File: config.mk
export PLATFORM = sky130hd
export DESIGN_NAME = sysmmu_tg_sequencer
export DESIGN_NICKNAME = d
export VERILOG_FILES = /design/src/rtl/sysmmu_tg_sequencer.sv
export SDC_FILE = /design/constraint.sdc
export NUM_CORES = 1
export LEC_CHECK = 0
export ABC_AREA = 1
export CAP_MARGIN = 0
export CORE_AREA = 2 2 205 207
export DETAILED_ROUTE_END_ITERATION = 10
export DIE_AREA = 0 0 207 209
export GPL_TIMING_DRIVEN = 0
export SYNTH_ARGS = -nofsm -noshare
export SYNTH_HDL_FRONTEND = slang
export SYNTH_SLANG_ARGS = --single-unit
File: constraint.sdc
create_clock -name ui_clk -period 2 [get_ports ui_clk]
set_input_delay 0.4 -clock ui_clk [delete_from_list [all_inputs] [get_ports ui_clk]]
set_output_delay 0.4 -clock ui_clk [all_outputs]
set_load 0.05 [all_outputs]
File: src/rtl/sysmmu_tg_sequencer.sv
// sysmmu_tg_sequencer
// Run sequencer for the segment-MMU traffic generator. Waits for DDR4
// calibration plus a settle delay, holds core_ext_start high while the
// generator runs, then judges the run: PASS on tg_done, FAIL on a protocol
// checker assertion, calibration loss or timeout. The first checker status
// that caused a failure is latched for readout.
//
// Optional feature: define SYSMMU_TG_SEQ_STOP_EN to add the core_ext_stop
// output, a one-cycle pulse whenever the RUN state is left.
module sysmmu_tg_sequencer #(
   parameter int unsigned SETTLE_CYCLES = 1024,
   parameter int unsigned RUN_CYCLES    = 1000000,
   parameter int unsigned PC_WIDTH      = 160
) (
   input  logic                ui_clk,
   input  logic                ui_clk_rst_n,
   input  logic                enable,
   input  logic                calib_complete,
   input  logic                tg_done,
   input  logic                pc_asserted_m,
   input  logic [PC_WIDTH-1:0] pc_status_m,
   input  logic                pc_asserted_s,
   input  logic [PC_WIDTH-1:0] pc_status_s,
   output logic                core_ext_start,
   output logic                busy,
   output logic                pass,
   output logic                fail,
   output logic [2:0]          fail_code,
   output logic [PC_WIDTH-1:0] err_status,
`ifdef SYSMMU_TG_SEQ_STOP_EN
   output logic                core_ext_stop,
`endif
   output logic [31:0]         run_cycles
);

   typedef enum logic [2:0] {
      IDLE     = 3'd0,
      WAIT_CAL = 3'd1,
      SETTLE   = 3'd2,
      RUN      = 3'd3,
      PASS     = 3'd4,
      FAIL     = 3'd5
   } state_t;

   // A zero settle length still spends one cycle in SETTLE.
   localparam int unsigned SETTLE_EFF  = (SETTLE_CYCLES == 0) ? 1 : SETTLE_CYCLES;
   localparam logic [31:0] SETTLE_LAST = 32'(SETTLE_EFF - 1);
   localparam logic        TIMEOUT_EN  = (RUN_CYCLES != 0);
   localparam logic [31:0] RUN_LAST    = 32'(RUN_CYCLES - 1);

   localparam logic [2:0] CODE_NONE    = 3'd0;
   localparam logic [2:0] CODE_MASTER  = 3'd1;
   localparam logic [2:0] CODE_SLAVE   = 3'd2;
   localparam logic [2:0] CODE_BOTH    = 3'd3;
   localparam logic [2:0] CODE_CALIB   = 3'd4;
   localparam logic [2:0] CODE_TIMEOUT = 3'd5;

   state_t              state_q;
   logic [31:0]         settleCnt_q;
   logic                start_q;
   logic                busy_q;
   logic                pass_q;
   logic                fail_q;
   logic [2:0]          failCode_q;
   logic [PC_WIDTH-1:0] errStatus_q;
   logic [31:0]         runCycles_q;
`ifdef SYSMMU_TG_SEQ_STOP_EN
   logic                stop_q;
`endif

   logic                pcHit_d;
   logic [2:0]          pcCode_d;
   logic [PC_WIDTH-1:0] pcStatus_d;
   logic [31:0]         runCyclesInc_d;

   // Classify a checker hit this cycle; master status wins when both fire.
   always_comb begin
      pcHit_d    = pc_asserted_m | pc_asserted_s;
      pcCode_d   = CODE_NONE;
      pcStatus_d = '0;
      if (pc_asserted_m && pc_asserted_s) begin
         pcCode_d   = CODE_BOTH;
         pcStatus_d = pc_status_m;
      end else if (pc_asserted_m) begin
         pcCode_d   = CODE_MASTER;
         pcStatus_d = pc_status_m;
      end else if (pc_asserted_s) begin
         pcCode_d   = CODE_SLAVE;
         pcStatus_d = pc_status_s;
      end
   end

   // Saturating run-cycle count for the current RUN cycle.
   always_comb begin
      runCyclesInc_d = runCycles_q;
      if (runCycles_q != 32'hFFFF_FFFF) begin
         runCyclesInc_d = runCycles_q + 32'd1;
      end
   end

   // Sequencer FSM with all outputs registered alongside the state.
   always_ff @(posedge ui_clk or negedge ui_clk_rst_n) begin
      if (!ui_clk_rst_n) begin
         state_q     <= IDLE;
         settleCnt_q <= '0;
         start_q     <= 1'b0;
         busy_q      <= 1'b0;
         pass_q      <= 1'b0;
         fail_q      <= 1'b0;
         failCode_q  <= CODE_NONE;
         errStatus_q <= '0;
         runCycles_q <= '0;
`ifdef SYSMMU_TG_SEQ_STOP_EN
         stop_q      <= 1'b0;
`endif
      end else begin
`ifdef SYSMMU_TG_SEQ_STOP_EN
         stop_q <= 1'b0;
`endif
         if (!enable) begin
`ifdef SYSMMU_TG_SEQ_STOP_EN
            if (state_q == RUN) begin
               stop_q <= 1'b1;
            end
`endif
            state_q     <= IDLE;
            settleCnt_q <= '0;
            start_q     <= 1'b0;
            busy_q      <= 1'b0;
            pass_q      <= 1'b0;
            fail_q      <= 1'b0;
            failCode_q  <= CODE_NONE;
            errStatus_q <= '0;
            runCycles_q <= '0;
         end else begin
            case (state_q)
               IDLE: begin
                  state_q <= WAIT_CAL;
                  busy_q  <= 1'b1;
               end
               WAIT_CAL: begin
                  if (calib_complete) begin
                     state_q     <= SETTLE;
                     settleCnt_q <= '0;
                     runCycles_q <= '0;
                  end
               end
               SETTLE: begin
                  if (pcHit_d) begin
                     state_q     <= FAIL;
                     busy_q      <= 1'b0;
                     fail_q      <= 1'b1;
                     failCode_q  <= pcCode_d;
                     errStatus_q <= pcStatus_d;
                  end else if (!calib_complete) begin
                     state_q <= WAIT_CAL;
                  end else if (settleCnt_q == SETTLE_LAST) begin
                     state_q <= RUN;
                     start_q <= 1'b1;
                  end else begin
                     settleCnt_q <= settleCnt_q + 32'd1;
                  end
               end
               RUN: begin
                  runCycles_q <= runCyclesInc_d;
                  if (pcHit_d) begin
                     state_q     <= FAIL;
                     start_q     <= 1'b0;
                     busy_q      <= 1'b0;
                     fail_q      <= 1'b1;
                     failCode_q  <= pcCode_d;
                     errStatus_q <= pcStatus_d;
`ifdef SYSMMU_TG_SEQ_STOP_EN
                     stop_q      <= 1'b1;
`endif
                  end else if (!calib_complete) begin
                     state_q    <= FAIL;
                     start_q    <= 1'b0;
                     busy_q     <= 1'b0;
                     fail_q     <= 1'b1;
                     failCode_q <= CODE_CALIB;
`ifdef SYSMMU_TG_SEQ_STOP_EN
                     stop_q     <= 1'b1;
`endif
                  end else if (TIMEOUT_EN && (runCycles_q == RUN_LAST)) begin
                     state_q    <= FAIL;
                     start_q    <= 1'b0;
                     busy_q     <= 1'b0;
                     fail_q     <= 1'b1;
                     failCode_q <= CODE_TIMEOUT;
`ifdef SYSMMU_TG_SEQ_STOP_EN
                     stop_q     <= 1'b1;
`endif
                  end else if (tg_done) begin
                     state_q <= PASS;
                     start_q <= 1'b0;
                     busy_q  <= 1'b0;
                     pass_q  <= 1'b1;
`ifdef SYSMMU_TG_SEQ_STOP_EN
                     stop_q  <= 1'b1;
`endif
                  end
               end
               PASS, FAIL: begin
                  state_q <= state_q;
               end
               default: begin
                  state_q <= IDLE;
                  start_q <= 1'b0;
                  busy_q  <= 1'b0;
               end
            endcase
         end
      end
   end

   assign core_ext_start = start_q;
   assign busy           = busy_q;
   assign pass           = pass_q;
   assign fail           = fail_q;
   assign fail_code      = failCode_q;
   assign err_status     = errStatus_q;
   assign run_cycles     = runCycles_q;
`ifdef SYSMMU_TG_SEQ_STOP_EN
   assign core_ext_stop  = stop_q;
`endif

endmodule

* Word-level counts from Yosys, hierarchy flattened
Cells that the tools add are included. Widths: inputs -> output; s select.
Storage, ports and cells: flip-flop bits (word level) 234, output and inout port bits 199, logic and storage cells 115
Operators by class: add/subtract/negate cells 2, eq/ne operators 31, muxes and demuxes 58, bitwise operators 1, reductions and logical operators 14
Operator list (count):
- $mux 160 | 6
- $mux 32 | 7
- $pmux 32 s2 | 2
- $add 32x1->32 const B | 2
- $mux 3 | 15
- $eq 32x10->1 const B | 1
- $eq 32x20->1 const B | 1
- $ne 32x32->1 const B | 1
- $mux 1 | 21
- $ne 3x3->1 const B | 7
- $pmux 3 s5 | 1
- $reduce_and 5->1 | 3
- $ne 2x2->1 const B | 6
- $ne 5x5->1 const B | 2
- $ne 3x1->1 const B | 3
- $reduce_and 3->1 | 3
- $ne 2x1->1 const B | 4
- $eq 3x2->1 const B | 2
- $eq 3x3->1 const B | 2
- $ne 6x6->1 const B | 1
- $pmux 3 s2 | 1
- $mux 2 | 2
- $pmux 1 s4 | 1
- $reduce_and 4->1 | 1
- other kinds (10) | 11

* Depth between registers and ports, before layout
Gate-level depths: netlist (run 1).
depth after elaboration 6, gate-level depth with buffers 12, gate-level depth less buffers 12

* Worst setup path before layout (run 1)
Ideal clock, no wire load.
path type register to register, start reg runCycles_q[0], in the netlist run_cycles[0], end reg runCycles_q[12], in the netlist run_cycles[12], data arrival time 2.053 ns, slack -0.149 ns, stages on the path, launching flop included 12, buffers on the path 2, path through dfrtp_1 > ha_1 > nand2_2 > nor2_4 > nand2_2 > nor2_4 > nand4_2 > nand3_2 > buf_6 > buf_6 > nand2_1 > o31ai_1
Between the ends: longest elaborated chain between the ends 4, elaborated cells on any way between the ends 7, classes of those cells 1 x add/sub; 2 x eq/ne; 3 x mux; 1 x reduce/logical
Ends and longest elaborated chain:
- start, declared | line 66 | logic [31:0] runCycles_q;
- start signal, assigned | line 165 | runCycles_q <= runCyclesInc_d;
- $add 32x1->32 | line 97 | runCyclesInc_d = runCycles_q + 32'd1;
- $mux 32 | line 96 | if (runCycles_q != 32'hFFFF_FFFF) begin
- $pmux 32 s2 | line 136 | case (state_q)
- $mux 32 | line 120 | if (!enable) begin
Several ways; a longest one is shown, not always the timed one. The select of a mux whose other input is x is not followed. A chain may end at the register's enable or synchronous reset.

* Final worst setup path (run 1)
start reg errStatus_q[70], in the netlist err_status[70], end out err_status[70]
RTL lines:
- start, declared | line 65 | logic [PC_WIDTH-1:0] errStatus_q;
- start signal, assigned | line 154 | errStatus_q <= pcStatus_d;
- start signal, assigned | line 172 | errStatus_q <= pcStatus_d;
- end, declared | line 29 | output logic [PC_WIDTH-1:0] err_status,
No word-level cell between the ends.

==> flow_summary.json, run 1 <==
{
  "status": "completed",
  "port_buffers": 524,
  "worst_pin_slew_ns": 0.710,
  "fin_util_pct": 49.6,
  "globalRouteTotalUtil_pct": 27.7,
  "regToRegSetupSlack_ns": 0.07,
  "cp_max_fo": 2,
  "grt_pass1_vias": 14500,
  "cp.required_ns": 1.60,
  "antenna_found_initial": 26,
  "p_leak_nw": 9.54,
  "ant_nets": 0,
  "routedWlPerCell_um": 23.1,
  "grt_pass1_wl_um": 91900,
  "critPathLaunch": "err_status[70]",
  "clockRootBuffer": "clkbuf_16",
  "drive_gt1_share_pct": 10.4,
  "max_freq_ghz": 0.500,
  "row_count": 75,
  "path_cells": "dlygate4sd2_1",
  "synth_fp_nets": 1868,
  "reg2reg_depth": 7,
  "worst-path-buf-inv": 1,
  "drt_iter0_markers": 882,
  "yosysUniqueCellTypes": 39,
  "worstSetupEndpointType": "output pin",
  "grt_max_degree": 105,
  "ys_seq_elements": 234,
  "dp_hpwl_um": 48100,
  "whs_ns": 0.305,
  "p_total_w": 0.0172,
  "die_w_um": 207,
  "yosysSeqAreaShare_pct": 43.7,
  "synth_area_um2": 13400,
  "post-route-min-period_ns": 2.00,
  "place_inst": 2604,
  "clockBufferDepth": 3,
  "synth-main-ff-cell": "dfrtp_1",
  "area_growth_pct": 52.9,
  "path_depth": 1,
  "drc_errors": 0,
  "hold_path.class": "in2async",
  "wl_um": 61900,
  "regToRegStartpoint": "state_q[2]",
  "crit_type": "reg2out",
  "timing.rr.end": "err_status[159]",
  "cp.arrival_ns": 1.60,
  "cts_tree": "yes",
  "cpPeakStageDelay_ns": 0.68,
  "fin_cells": 2684,
  "clock-sinks": 234,
  "yosys.area.top_type_share_pct": 43.7,
  "ir_worst_vdd_mv": 0.543,
  "placed_cell_area_um2": 19400,
  "slowest_stage": "dlygate4sd2_1",
  "synth_commonest_cells": "nand2_1 (270), dfrtp_1 (234), nand3_1 (222)",
  "worstSkewPairLatency_ns": 0.56,
  "die-area_um2": 43300,
  "async_flop_share_pct": 100,
  "cts_max_level": 1,
  "path_clk_slew_ns": 0.06,
  "dr.pass1.iters": 8,
  "final_area_um2": 20500,
  "synth_edf_count": 0,
  "timing.final.crit_share_pct": 99.9,
  "hold_viol_final": 0,
  "synthCells": 1539,
  "relSlewSlack_pct": 52.9,
  "start_util_pct": 32.5,
  "die_h_um": 209,
  "cp_top_family": "buffers and inverters",
  "syn_avg_cell_area_um2": 8.71,
  "finalWeightedCongestion": 0.933,
  "endpoint": "err_status[70]",
  "yosys_warnings": 0,
  "final_nets": 2438,
  "vias_per_cell": 5.30,
  "core_region_area_um2": 41300,
  "synth_most_common_cell": "nand2_1",
  "yosys-top-cells-area": "dfrtp_1 (44%), mux2i_1 (12%), o41ai_1 (10%)",
  "pin_count": 526,
  "p_per_area_nw_per_um2": 839,
  "overflow": 0,
  "vias": 14200,
  "cts_inserted_buffers": 29,
  "final-setup-viol-count": 0,
  "start_kind": "flop",
  "drv_slew": 0,
  "fin_worst_skew_ns": 0.00904,
  "cap_violations": 0,
  "synth_area_leader_cell": "dfrtp_1"
}
[logic make-up after synthesis]
kind of cell | Yosys count | share of synthesized area (%)
AO/OA/AOI/OAI | 226 | 13.1
multiplexers | 160 | 12.0
AND/OR/NAND/NOR | 690 | 22.5
flip-flops | 234 | 43.7
buffers and inverters | 187 | 5.91
XOR/XNOR | 40 | 2.61
adder cells (fa/ha/maj) | 2 | 0.187
[metal layers]
metal  wire length, um  GRT usage (%)
met5                94              0
met4              2370           13.2
met3              5390           9.74
met2             29800           45.0
met1             24300           32.8
[stage by stage]
| stage | TNS, ns | setup WS, ns |
|---|---|---|
| final | 0 | 0.00142 |
| after global routing | -0.0224 | -0.0139 |
| after CTS | 0 | 0.00130 |
| after detailed placement | -158.32 | -0.926 |
| after global placement | -2526.54 | -11.09 |
| after floorplan | 0 | 0.0403 |
[layout by cell type (no fill, tap or decap), drive strengths merged]
master           n
mux2i          160
o21a             1
clkbuf         116
a31oi            2
diode           18
or2              2
clkdlybuf4s50  323
a22oi            1
o21ai           51
dlygate4sd3      1
buf             65
inv             61
dfrtp          234
nand4           15
o21bai           1
o31ai            1
clkinv          10
o41ai          158
a21oi            7
bufinv           2
dlygate4sd2    168
nor2           159
nand3b           1
nor3            13
nand3          223
o2111ai          1
xor2            30
ha               2
xnor2           10
a21o             3
nand2          274
clkdlybuf4s15   28
nor3b            1
and2             2
dlymetal6s2s     1
[where the power goes]
| group | internal (W) | switching (W) |
|---|---|---|
| registers | 0.00522 | 0.000325 |
| logic | 0.00197 | 0.00443 |
| clock network | 0.00310 | 0.00216 |
[cell type report]
cell class | count | area [um^2]
repair buffers | 539 | 5200
clock buffers | 37 | 816
clock inverters | 12 | 110
inverters | 61 | 231
multi-input cells | 1118 | 6900
diodes | 18 | 45.0
fillers | 4037 | 20800
flip-flops and latches | 234 | 5860
plain buffers | 126 | 639
well taps | 539 | 674
[sequential cells by signal (all words and copies together), names as in the netlist]
| register | flops |
|---|---|
| err_status | 160 |
| run_cycles | 32 |
| settleCnt_q | 32 |
| fail_code | 3 |
| state_q | 3 |
| busy | 1 |
| core_ext_start | 1 |
| fail | 1 |
| pass | 1 |
[worst min-delay path by stage]
stage / start / end / slack [ns] / cells after the start
6_report: ui_clk_rst_n / run_cycles[18] / 0.31 / 2
4_1_cts: ui_clk_rst_n / run_cycles[18] / 0.30 / 2
5_1_grt: ui_clk_rst_n / run_cycles[18] / 0.34 / 2
2_1_floorplan: ui_clk_rst_n / busy / 0.10 / 0
3_5_place_dp: ui_clk_rst_n / run_cycles[18] / 0.30 / 1
3_3_place_gp: pass / pass / 0.48 / 1
[what timing repair did]
action                                 in CTS  in global routing
buffers inserted                            3                  9
gates resized for setup                   258                101
endpoints found under the hold margin      34                  0
pin swaps                                   1                  5
setup endpoints to repair                 426                222
hold buffers                                1                  0
No activity file was read; power rests on OpenSTA's default activity.
==> run 2, diff against run 1 <==
TNS_END_PERCENT = 20   (was unset)
==> flow_summary.json, run 2 (synthesis gave the netlist of run 1 again) <==
{
  "placed_cell_area_um2": 19400,
  "worst-path-buf-inv": 1,
  "layout_commonest_cell": "clkdlybuf4s50_1",
  "drt_iter0_markers": 989,
  "post-route-min-period_ns": 2.00,
  "cts_inserted_buffers": 29,
  "p_leak_nw": 9.47,
  "final_nets": 2442,
  "post-place-ws_ns": -0.926,
  "pwr-share-comb_pct": 37.2,
  "hold_viol_final": 0,
  "timing.final.crit_share_pct": 99.9,
  "worstSetupEndpointType": "output pin",
  "globalRouteTotalUtil_pct": 27.7,
  "internal_power_w": 0.0103,
  "seqPwrFrac_pct": 32.3,
  "wl_um": 61800,
  "dr.pass1.iters": 7,
  "worstSkewPairLatency_ns": 0.56,
  "path_cells": "dlygate4sd2_1",
  "rsz0062_at_grt": "yes",
  "finalWeightedCongestion": 0.933,
  "p_per_area_nw_per_um2": 839,
  "swShare_pct": 40.1,
  "antenna_found_initial": 25,
  "area_growth_pct": 52.6,
  "p_total_w": 0.0172,
  "die-area_um2": 43300,
  "timing.rr.end": "run_cycles[12]",
  "start_util_pct": 32.5,
  "pwr-share-clk_pct": 30.6,
  "fin_util_pct": 49.5,
  "pin_count": 526,
  "worst_pin_slew_ns": 0.701,
  "regToRegStartpoint": "run_cycles[0]",
  "vias_per_cell": 5.33,
  "regToRegSetupSlack_ns": 0.07,
  "cts_max_level": 1,
  "drc_errors": 0,
  "cp.arrival_ns": 1.60,
  "dp_hpwl_um": 48100,
  "grt_pass1_vias": 14500,
  "worst_slack_ns": 0.00234,
  "fillCellCount": 4045,
  "ant_nets": 0,
  "cts_tree": "yes",
  "row_count": 75,
  "port_buffers": 524,
  "clockBufferDepth": 3,
  "largest_register_ffs": 160,
  "overflow": 0,
  "fin_worst_skew_ns": 0.00944,
  "cp_max_fo": 2,
  "cap_violations": 0,
  "mostFrequentLayoutCells": "clkdlybuf4s50_1 (323), nand2_1 (270), dfrtp_1 (230)",
  "drive_gt1_share_pct": 9.62,
  "start_kind": "flop",
  "grt_max_degree": 105,
  "max_freq_ghz": 0.501,
  "hold_path.class": "in2async",
  "final-setup-viol-count": 0,
  "vias": 14300,
  "ir_worst_vdd_mv": 0.541,
  "slowest_stage": "dlygate4sd2_1",
  "final_area_um2": 20500,
  "status": "completed",
  "relSlewSlack_pct": 53.4,
  "p_sw_w": 0.00689,
  "crit_type": "reg2out",
  "drv_slew": 0,
  "reg2reg_depth": 11,
  "cp.required_ns": 1.60,
  "path_clk_slew_ns": 0.06,
  "die_h_um": 209,
  "clock-sinks": 234,
  "clockRootBuffer": "clkbuf_16",
  "cp_top_family": "buffers and inverters",
  "cpPeakStageDelay_ns": 0.57,
  "routedWlPerCell_um": 23.0,
  "grt_pass1_wl_um": 91800,
  "core_region_area_um2": 41300,
  "die_w_um": 207
}
## run 2: changes by cell type in the layout (fill, tap and decap cells not counted), sizes merged
cell,change
clkdlybuf4s18,+1
clkbuf,-3
diode,-1
dlygate4sd2,-1
buf,+7
## run 2: worst max-delay path by stage
| stage | startpoint | endpoint | slack (ns) | depth (start not counted) |
|---|---|---|---|---|
| after global routing | pc_asserted_s | err_status[25] | -0.09 | 8 |
| after floorplan | run_cycles[0] | run_cycles[12] | 0.04 | 11 |
| final | err_status[26] | err_status[26] | 0.002 | 1 |
| after detailed placement | enable | err_status[95] | -0.93 | 6 |
| after global placement | ui_clk_rst_n | run_cycles[0] | -11.09 | 1 |
| after CTS | run_cycles[0] | run_cycles[12] | -0.01 | 11 |
## run 2: metal layers
layer	vias to the layer above	share of wire, %	track usage, %
met1	6958	39	32.9
met4	14	4.3	13.0
met3	129	8.7	9.60
met2	532	48	45.1
li1	6677	-	-
met5	-	0.15	0
## run 2: area by class of cell
class,instances,area (um^2),share of cell area [%]
antenna,17,42.5,0.208
inverter,61,231,1.13
clock inverter,12,110,0.538
timing repair buffer,543,5230,25.6
clock buffer,37,816,3.99
tap,539,674,3.30
sequential,234,5860,28.7
buffer,126,622,3.04
multi-input combinational,1118,6870,33.6
## run 2: through the flow
| step | cells | TNS [ns] | hold WS (ns) |
|---|---|---|---|
| floorplan | 1539 | 0 | 0.104 |
| global placement | 2602 | -2526.54 | 0.485 |
| detailed placement | 2604 | -158.32 | 0.298 |
| CTS | 2656 | -0.00985 | 0.302 |
| global route | 2683 | -2.58 | 0.337 |
| finish | 2687 | 0 | 0.307 |
## run 2: power by group through the flow
stage | Clock [W] | Combinational (W) | Sequential (W)
final | 0.00525 | 0.00638 | 0.00554
after global routing | 0.00550 | 0.00677 | 0.00559
after CTS | 0.00534 | 0.00625 | 0.00553
after detailed placement | 0 | 0.00652 | 0.00561
after global placement | 0 | 0.00648 | 0.00563
after floorplan | 0 | 0.00211 | 0.00716
## run 2: repair_timing
| action | in CTS | in global routing |
|---|---|---|
| hold endpoints to repair | 34 | 0 |
| buffers inserted | 2 | 14 |
| resized for setup | 258 | 66 |
| hold buffers | 1 | 0 |
| pin swaps | 1 | 5 |
| setup endpoints to repair | 426 | 224 |
